==> src/rtl/switch_debouncer_pkg.sv <==
// Board-level debounce defaults shared by the switch conditioning logic and board tops.
package switch_debouncer_pkg;

  localparam int CLK_HZ      = 100000000;
  localparam int DEBOUNCE_MS = 10;

  localparam int DEFAULT_STABLE_CYCLES = (CLK_HZ / 1000) * DEBOUNCE_MS;

  // Smallest counter width whose range covers 0 .. cycles-1.
  function automatic int min_cnt_w(input int cycles);
    int w;
    w = 1;
    while ((64'(1) << w) < 64'(cycles)) w++;
    return w;
  endfunction

  localparam int DEFAULT_CNT_W = min_cnt_w(DEFAULT_STABLE_CYCLES);

endpackage

==> src/rtl/switch_debouncer_debounce_bit.sv <==
// One switch bit: 2-flop synchroniser, stability counter and registered edge pulses.
module debounce_bit
  import switch_debouncer_pkg::*;
#(
  parameter int STABLE_CYCLES = DEFAULT_STABLE_CYCLES,
  parameter int CNT_W         = DEFAULT_CNT_W
) (
  input  logic clk,
  input  logic rst_n,
  input  logic raw,
  output logic clean,
  output logic rise,
  output logic fall,
  output logic fire
);

  localparam logic [CNT_W-1:0] LAST = CNT_W'(STABLE_CYCLES - 1);

  if (STABLE_CYCLES < 2 || CNT_W < min_cnt_w(STABLE_CYCLES)) begin : g_bad_param
    $error("debounce_bit: STABLE_CYCLES must be >= 2 and fit in CNT_W bits");
  end

  logic             s1_p0;
  logic             s2_p1;
  logic [CNT_W-1:0] cnt_p2;
  logic             differ;

  // Counter is saturation-free by construction: it is cleared on the terminal count.
  function automatic logic [CNT_W-1:0] bump(input logic [CNT_W-1:0] c);
    return (c == LAST) ? '0 : c + 1'b1;
  endfunction

  assign differ = (s2_p1 != clean);
  assign fire   = differ && (cnt_p2 == LAST);

  always_ff @(posedge clk or negedge rst_n) begin
    if (!rst_n) begin
      s1_p0  <= 1'b0;
      s2_p1  <= 1'b0;
      cnt_p2 <= '0;
      clean  <= 1'b0;
      rise   <= 1'b0;
      fall   <= 1'b0;
    end else begin
      // p0/p1: metastability chain
      s1_p0 <= raw;
      s2_p1 <= s1_p0;
      // p2: any cycle agreeing with clean restarts the stability run
      cnt_p2 <= differ ? bump(cnt_p2) : '0;
      if (fire) clean <= s2_p1;
      rise <= fire & s2_p1;
      fall <= fire & ~s2_p1;
    end
  end

endmodule

==> src/rtl/switch_debouncer.sv <==
// N-bit switch conditioner: independent per-bit debounce plus a shared change strobe.
module switch_debouncer
  import switch_debouncer_pkg::*;
#(
  parameter int N             = 8,
  parameter int STABLE_CYCLES = DEFAULT_STABLE_CYCLES,
  parameter int CNT_W         = DEFAULT_CNT_W
) (
  input  logic         clk,
  input  logic         rst_n,
  input  logic [N-1:0] raw,
  output logic [N-1:0] clean,
  output logic [N-1:0] rise,
  output logic [N-1:0] fall,
  output logic         changed
);

  logic [N-1:0] fire;

  for (genvar i = 0; i < N; i++) begin : g_bit
    debounce_bit #(
      .STABLE_CYCLES(STABLE_CYCLES),
      .CNT_W        (CNT_W)
    ) u_bit (
      .clk  (clk),
      .rst_n(rst_n),
      .raw  (raw[i]),
      .clean(clean[i]),
      .rise (rise[i]),
      .fall (fall[i]),
      .fire (fire[i])
    );
  end

  // Registered from the same terms that load rise/fall, so it lines up with them.
  always_ff @(posedge clk or negedge rst_n) begin
    if (!rst_n) changed <= 1'b0;
    else        changed <= |fire;
  end

endmodule

==> config.mk <==
export PLATFORM = sky130hd
export DESIGN_NAME = switch_debouncer
export DESIGN_NICKNAME = d
export VERILOG_FILES = /design/src/rtl/switch_debouncer_pkg.sv /design/src/rtl/switch_debouncer_debounce_bit.sv /design/src/rtl/switch_debouncer.sv
export SDC_FILE = /design/constraint.sdc
export NUM_CORES = 1
export LEC_CHECK = 0
export CAP_MARGIN = 20
export CORE_ASPECT_RATIO = 0.75
export CORE_MARGIN = 5
export CORE_UTILIZATION = 25
export DETAILED_ROUTE_END_ITERATION = 16
export PLACE_DENSITY = 0.36
export SLEW_MARGIN = 0
export SYNTH_ARGS = -nofsm -noshare
export SYNTH_HDL_FRONTEND = slang
export SYNTH_SLANG_ARGS = --single-unit
==> constraint.sdc <==
create_clock -name clk -period 4.35 [get_ports clk]
set_input_delay 1.0875 -clock clk [delete_from_list [all_inputs] [get_ports clk]]
set_output_delay 1.0875 -clock clk [all_outputs]
set_load 0.01 [all_outputs]
# Word level (Yosys, flattened, before mapping)
# Index checks and enable logic that the tools add are counted.
dict set report word_totals {
  memories 0
  reg_bits 201
  word_cells 122
  ramBits 0
  latchBits 0
  romBits 0
}
dict set report classes {
  mul 0
  shifts 0
  reduce_logical 9
  eq_ne 16
  addsub 8
  muxes 16
  div 0
  bitwise 24
  n_lt_le_gt_ge 0
}
# operator count
set ops {}
lappend ops {{20-bit 2-to-1 mux} 16}
lappend ops {{20-bit by 1-bit adder with 20-bit output (second input constant)} 8}
lappend ops {{20-bit equality test (second input constant)} 8}
lappend ops {{1-bit AND} 16}
lappend ops {{1-bit logical AND} 8}
lappend ops {{1-bit != test} 8}
lappend ops {{1-bit NOT} 8}
lappend ops {{8-bit OR reduction} 1}

# Logic depth before layout (Yosys ltp)
# Gate-level depths: netlist of run 1.
dict set report logic_depth {
  ltp_word 3
  ltp_mapped 8
  mapped_depth_nobuf 6
}

# Hierarchy
# A second synthesis of run 1 with hierarchy kept.
dict set report unflattened {
  hier_cells 900
  area_unflattened_um2 9440.3
}
# module instances area_per_inst_um2 cells_per_inst
set by_module_without_submodules {}
lappend by_module_without_submodules {debounce_bit 8 1174.9 112}
lappend by_module_without_submodules {switch_debouncer 1 41.3 4}

# Worst setup path before layout of run 1
# OpenSTA, ideal clock, no wires.
dict set report synth_timing {
  path_type {reg-to-reg}
  startpoint {register g_bit[5].u_bit.cnt_p2[0]}
  endpoint {register g_bit[5].u_bit.cnt_p2[14]}
  setup_time_ns 0.119
  arrival_ns 1.747
  path_slack_ns 2.484
  n_path_buf 2
  required_time_ns 4.231
  path_stages_with_launch 9
  cell_sequence {dfrtp_1 > ha_1 > nand3_1 > or2_1 > or3_1 > buf_2 > nand2_4 > buf_4 > nor2_1}
}
dict set report synth_via {
  elab_chain_cells 3
  word_cells_on_any_way 4
  classes_between {add/sub (1); eq/ne (1); mux (2)}
}
# item line_no
set synth_rtl {}
lappend synth_rtl {{start, declared} switch_debouncer_debounce_bit.sv:25} ;# logic [CNT_W-1:0] cnt_p2;
lappend synth_rtl {{start signal, assigned} switch_debouncer_debounce_bit.sv:49} ;# cnt_p2 <= differ ? bump(cnt_p2) : '0;
lappend synth_rtl {{20-bit by 1-bit adder with 20-bit output / 20-bit equality test (equally long branches)} switch_debouncer_debounce_bit.sv:30} ;# return (c == LAST) ? '0 : c + 1'b1;
lappend synth_rtl {{20-bit 2-to-1 mux *} switch_debouncer_debounce_bit.sv:30}
lappend synth_rtl {{20-bit 2-to-1 mux *} switch_debouncer_debounce_bit.sv:49}
# Every way passes the cells marked *; elsewhere a longest branch is shown, timed or not.
# A chain may end at the register's enable or synchronous reset.

# Final worst setup path of run 1
dict set report layout_timing {
  startpoint {register g_bit[4].u_bit.clean}
  endpoint {output port clean[4]}
}
# item line_no
set layout_rtl {}
lappend layout_rtl {{start, declared} switch_debouncer_debounce_bit.sv:11} ;# output logic clean,
lappend layout_rtl {{start signal, assigned} switch_debouncer_debounce_bit.sv:50} ;# if (fire) clean <= s2_p1;
lappend layout_rtl {{end, declared} switch_debouncer.sv:12} ;# output logic [N-1:0] clean,
# No word-level cell between the ends.

==> results.md, run 1 <==
* WP buf/inv at 1
* Vias at 6051
* Largest net degree at the start of global routing at 95
* Top achievable clock speed at 0.3845 GHz
* Clock power share at 49.2%
* Worst-Skew Late Latency at 0.53 ns
* Worst-path clk slew at 0.06 ns
* Routed vias/inst at 4.208
* Most common cell after layout, fill and taps aside: dfrtp_1
* Synth async-reset ratio at 100.0%
* Worst hold margin at 0.3404 ns
* Syn nets at 913
* CTS Buf Count at 24
* Combinational share of power at 2.9%
* CP Cell Sequence: clkdlybuf4s50_1
* HPWL Detailed at 12960 um
* Starting Density at 25.18%
* Setup TNS at 0 ns
* Fin. max-slew vios at 0
* Crit-path slowest cell: clkdlybuf4s50_1
* Worst Setup SP: g_bit[4].u_bit.clean
* DRT iter0 DRCs at 298
* Slew margin rel. at 34.06%
* Routed wire per std cell at 13.70 um
* Clk sinks at 201
* Count of different cell masters after synthesis at 47
* Min-delay src: g_bit[3].u_bit.s1_p0
* Crit Path Max Fanout at 5
* Ranking of synthesized cells by area: dfrtp_1 (54%), xor2_1 (7.8%), nor2_1 (7.1%), xnor2_1 (6.4%), nand3_1 (3.3%)
* Yosys reg bits at 201
* Synth-to-layout area growth at 16.01%
* Avg Inst Size Synth at 10.39 sq um
* Clock skew at 0.02170 ns
* Post-route ant nets at 0
* Core Util, Final at 29.21%
* Type of origin of the critical path: flop
* 1st-pass router iterations at 4
* Ant. Diodes at 0
* Final setup violation count at 0
* Grt ovf at 0
* Crit share post-route at 59.78%
* Endpoint class of the critical path: output pin
* Status: finished clean
* CP Data Required Time at 3.26 ns
* Max_cap viols at 0
* Internal at 3.119 mW
* Layout net count at 937
* Sw Pwr at 896.5 uW
* Fraction of layout cells with a size suffix above 1 at 6.210%
* Num ports at 35
* Routability cong. at 0.7149
* DP Area at 10020 sq um
* Top FF cell, synth: dfrtp_1
* Root Buffer: clkbuf_16
* Pwr Density at 372.1 nW/um^2
* Worst path arrival time at 1.51 ns
* Leading area contributor after synthesis: dfrtp_1
* Die Y at 177.0 um
* Worst VDD drop at 0.1901 mV
* Vias in the first global route at 6202
* Crit path largest cell delay at 0.58 ns
* CTS tree: built
* Reg power frac at 47.9%
* First-pass GRT wire length at 33630 um
* Yosys warning total at 0
* Final worst path period need at 2.601 ns
* Cell Rows at 61
* RSZ-0062 raised after global routing: no
* Setup bufs post-CTS at 0
* Area of the core at 36940 sq um
* Min-delay worst type: flop to flop
* Post-synth top area share at 54.08%
* Drt total wl at 19710 um
* Overall Global Routing Usage at 9.846%
* Mapped Area at 9300 sq um
* Register area share after synthesis at 54.08%
* Worst-Margin Slew at 0.9816 ns
* CTS max path bufs at 3
* Final Hold Viols at 0
* Post-cts resize count at 0
* I/O Buffers at 34
* Sw Ratio at 22.33%
* H-tree levels at 1
* Setup Crit Path Kind: flop to output pin
* Cts-stage hold buffer count at 0
* Reg-to-Reg Start: g_bit[6].u_bit.cnt_p2[6]
* Most frequent cells in the layout: dfrtp_1 (201), nor2_1 (177), xor2_1 (83), xnor2_1 (68), nand3_1 (62)
* Family with the most delay on the worst path: buffers and inverters
* Full die area at 41200 sq um
* Initial antenna violation count at 0
* Cell count after synthesis at 895
* Die X-Extent at 232.7 um
* Leakage at 4.500 nW
* Design area at 10790 sq um
* Post-synth EDFFs at 0
* Residual DRC at 0
-- per-layer routing --
metal / share of wire, % / track usage [%]
met5: 0 / 0
met4: 2.3 / 2.485
met3: 3.4 / 2.037
met2: 39 / 13.38
met1: 55 / 15.68
-- cells in the mapped netlist, types with 6 or more instances --
master	number
and2_1	7
and3_1	29
and4_1	9
buf_4	30
clkbuf_1	6
dfrtp_1	201
ha_1	8
inv_1	12
nand2_1	61
nand3_1	62
nand4_1	33
nor2_1	177
nor3_1	18
nor3b_1	19
nor4_1	13
or4_1	8
xnor2_1	68
xor2_1	83
-- sequential cells by signal, summed over array words and instances (netlist names) --
signal,count
g_bit.u_bit.cnt_p2,160
g_bit.u_bit.clean,8
g_bit.u_bit.fall,8
g_bit.u_bit.rise,8
g_bit.u_bit.s1_p0,8
g_bit.u_bit.s2_p1,8
changed,1
-- stage by stage --
step                std cells  setup WS (ns)  power, mW
floorplan                 895          2.484      2.005
CTS                      1438          1.680      4.122
detailed placement       1397          2.047      2.078
global route             1438          1.659      4.204
finish                   1438          1.749      4.015
global placement         1397          2.065      2.082
-- power by group through the flow --
stage | Sequential (mW) | Clock [mW] | Combinational [mW]
after floorplan | 1.95 | 0 | 0.0561
after global placement | 1.96 | 0 | 0.126
after detailed placement | 1.96 | 0 | 0.123
after CTS | 1.92 | 2.08 | 0.123
after global routing | 1.93 | 2.14 | 0.137
final | 1.92 | 1.98 | 0.116
-- worst paths after layout --
| kind | to | slack (ns) | cells past startpoint |
|---|---|---|---|
| max | clean[4] | 1.75 | 1 |
| min | g_bit[3].u_bit.s2_p1 | 0.34 | 0 |
| max reg2reg | g_bit[6].u_bit.cnt_p2[18] | 2.09 | 5 |
| min reg2reg | g_bit[3].u_bit.s2_p1 | 0.34 | 0 |
| max in group asynchronous | g_bit[7].u_bit.cnt_p2[3] | 2.87 | 2 |
| min in group asynchronous | g_bit[5].u_bit.cnt_p2[16] | 0.58 | 1 |
-- final cells by class --
class | count | area [sq um]
Fill cell | 3892 | 26150
Clock buffer | 37 | 720.7
Timing Repair Buffer | 38 | 387.9
Sequential cell | 201 | 5030
Tap cell | 504 | 630.6
Clock inverter | 4 | 45.04
Multi-Input combinational cell | 642 | 3930
Inverter | 12 | 45.04
-- logic make-up after synthesis --
group,after synthesis,share of synthesized area (%)
xor+xnor,151,14.22
simple gates,472,25.91
flops,201,54.08
fa+ha+maj,8,1.076
buf+inv,52,3.659
mux,5,0.6054
compound gates,6,0.4440
Power figures use the tool's default switching activity.
==> run 2, diff against run 1 <==
- clock period: 4.35 -> 2.45 ns (I/O delays scaled with it)
==> run 2 against run 1 <==
Register-to-register slack worse by 1.8 ns; total power up 78%; global-route usage down 0.14 points; via count up 0.89%; design area up 1.1%; sequential cell count unchanged; sequential power up 78%; cell count up 1.1%; die area unchanged.
==> results.md, run 2 (synthesized netlist as in run 1, its figures left out) <==
* Status: finished clean (unchanged)
* Drt total wl at 19230 um (was 19710 um)
* Overall Global Routing Usage at 9.707% (was 9.846%)
* Endpoint class of the critical path: flop (was output pin)
* Fin. max-slew vios at 0 (unchanged)
* Vias in the first global route at 6119 (was 6202)
* Pwr Density at 655.3 nW/um^2 (was 372.1 nW/um^2)
* Num ports at 35 (unchanged)
* Clock skew at 0.009049 ns (was 0.02170 ns)
* Vias at 6105 (was 6051)
* CTS max path bufs at 3 (unchanged)
* Min-delay worst type: input port to asynchronous set/reset pin (was flop to flop)
* I/O Buffers at 34 (unchanged)
* Worst-Margin Slew at 0.6790 ns (was 0.9816 ns)
* Most frequent cells in the layout: dfrtp_1 (201), nor2_1 (177), xor2_1 (83), xnor2_1 (68), nand3_1 (62) (unchanged)
* Worst VDD drop at 0.3967 mV (was 0.1901 mV)
* Slew margin rel. at 54.32% (was 34.06%)
* RSZ-0062 raised after global routing: no (unchanged)
* Leakage at 4.576 nW (was 4.500 nW)
* Die Y at 177.0 um (unchanged)
* 1st-pass router iterations at 4 (unchanged)
* Max reg flops at 160 (unchanged)
* CTS Buf Count at 24 (unchanged)
* Grt ovf at 0 (unchanged)
* Worst-path clk slew at 0.06 ns (about the same)
* Final setup violation count at 0 (unchanged)
* Final worst path period need at 2.159 ns
* HPWL Detailed at 12730 um (was 12960 um)
* Routed wire per std cell at 13.23 um (was 13.70 um)
* Most common cell after layout, fill and taps aside: dfrtp_1 (unchanged)
* Setup bufs post-CTS at 0 (unchanged)
* Area of the core at 36940 sq um (unchanged)
* First-pass GRT wire length at 33250 um (was 33630 um)
* Clk sinks at 201 (unchanged)
* Routed vias/inst at 4.199 (was 4.208)
* Full die area at 41200 sq um (unchanged)
* Final Hold Viols at 0 (unchanged)
* Layout net count at 951 (was 937)
* Ant. Diodes at 0 (unchanged)
* Post-cts resize count at 0 (unchanged)
* Post-route ant nets at 0 (unchanged)
* DRT iter0 DRCs at 322 (was 298)
* CTS tree: built (unchanged)
* Cts-stage hold buffer count at 0 (unchanged)
* Max_cap viols at 0 (unchanged)
* Type of origin of the critical path: flop (unchanged)
* Worst path arrival time at 2.55 ns (was 1.51 ns)
* Synth-to-layout area growth at 17.34% (was 16.01%)
* Fraction of layout cells with a size suffix above 1 at 7.474% (was 6.210%)
* Crit share post-route at 88.13%
* Root Buffer: clkbuf_16 (unchanged)
* Largest Register: g_bit.u_bit.cnt_p2 (unchanged)
* CP Data Required Time at 2.84 ns (was 3.26 ns)
* Design area at 10910 sq um (was 10790 sq um)
* Fill count at 3896 (was 3892)
* Worst-Skew Late Latency at 0.52 ns (was 0.53 ns)
* Cell Rows at 61 (unchanged)
* Setup TNS at 0 ns (unchanged)
* Residual DRC at 0 (unchanged)
* Largest net degree at the start of global routing at 59 (was 95)
* DP Area at 10140 sq um (was 10020 sq um)
* Die X-Extent at 232.7 um (unchanged)
* Crit Path Max Fanout at 18 (was 5)
* H-tree levels at 1 (unchanged)
* Setup Crit Path Kind: flop to flop (was flop to output pin)
* Initial antenna violation count at 0 (unchanged)
* Starting Density at 25.18% (unchanged)
* Top achievable clock speed at 0.4631 GHz
* Routability cong. at 0.7121 (was 0.7149)
[run 2: changes by cell type in the layout (fill, tap and decap cells not counted), sizes merged]
cell,previous run,this run
buf,5,19
clkinv,3,2
clkbuf,37,40
[run 2: final cells by class]
type / count / area (sq um) / share of cell area, %
sequential: 201 / 5030 / 46.09
clock buffer: 40 / 732.0 / 6.707
multi-input combinational: 642 / 3930 / 36.01
tap: 504 / 630.6 / 5.778
inverter: 12 / 45.04 / 0.4127
timing repair buffer: 52 / 505.5 / 4.632
clock inverter: 3 / 40.04 / 0.3669
[run 2: worst paths after layout]
path	startpoint	end	slack, ns	cells after the start
setup / recovery	g_bit[4].u_bit.cnt_p2[0]	g_bit[4].u_bit.cnt_p2[12]	0.29	6
hold / removal	rst_n	g_bit[5].u_bit.cnt_p2[15]	0.03	1
setup reg to reg	g_bit[4].u_bit.cnt_p2[0]	g_bit[4].u_bit.cnt_p2[12]	0.29	6
hold reg to reg	g_bit[2].u_bit.s1_p0	g_bit[2].u_bit.s2_p1	0.35	0
max in group asynchronous	rst_n	g_bit[1].u_bit.cnt_p2[15]	1.71	2
min in group clk	g_bit[2].u_bit.s1_p0	g_bit[2].u_bit.s2_p1	0.35	0
[run 2: worst max-delay path, cell delays in order, from the launching register on]
cell	delay [ns]
dfrtp_1	0.43
ha_1	0.31
nand2_1	0.14
nor4_1	0.46
nand2_1	0.25
nand2_2	0.35
nor2_1	0.10
[run 2: layer usage]
layer  vias to the layer above  GRT usage, %  routed length [um]
li1                       3081             -                   -
met1                      2920         15.57               10690
met2                        68         12.82                7355
met3                        36         2.277                 714
met4                         0         2.509                 473
met5                         -             0                   0
[run 2: where the power goes]
group | total [mW] | switching, mW | internal, mW
Combinational | 0.215 | 0.145 | 0.0699
Sequential | 3.41 | 0.0470 | 3.37
Clock | 3.52 | 1.40 | 2.13
Total | 7.15 | 1.59 | 5.56
[run 2: metrics by stage]
stage               instances  util, %  power (mW)  hold slack [ns]  setup WS [ns]
finish                   1454    29.54       7.151          0.02810         0.2907
floorplan                 895        -       3.561           0.3169         0.5841
detailed placement       1411    27.45       3.700           0.3347         0.3289
CTS                      1454    29.54       7.333          0.03208         0.2294
global route             1454    29.54       7.481          0.05396        0.03765
global placement         1411    27.45       3.705           0.3316         0.3988
==> run 3, diff against run 2 <==
- CTS_CLUSTER_DIAMETER: unset -> 150
==> results of run 3 <==
No change in the layout: final DEF, timing and power equal those of run 2.
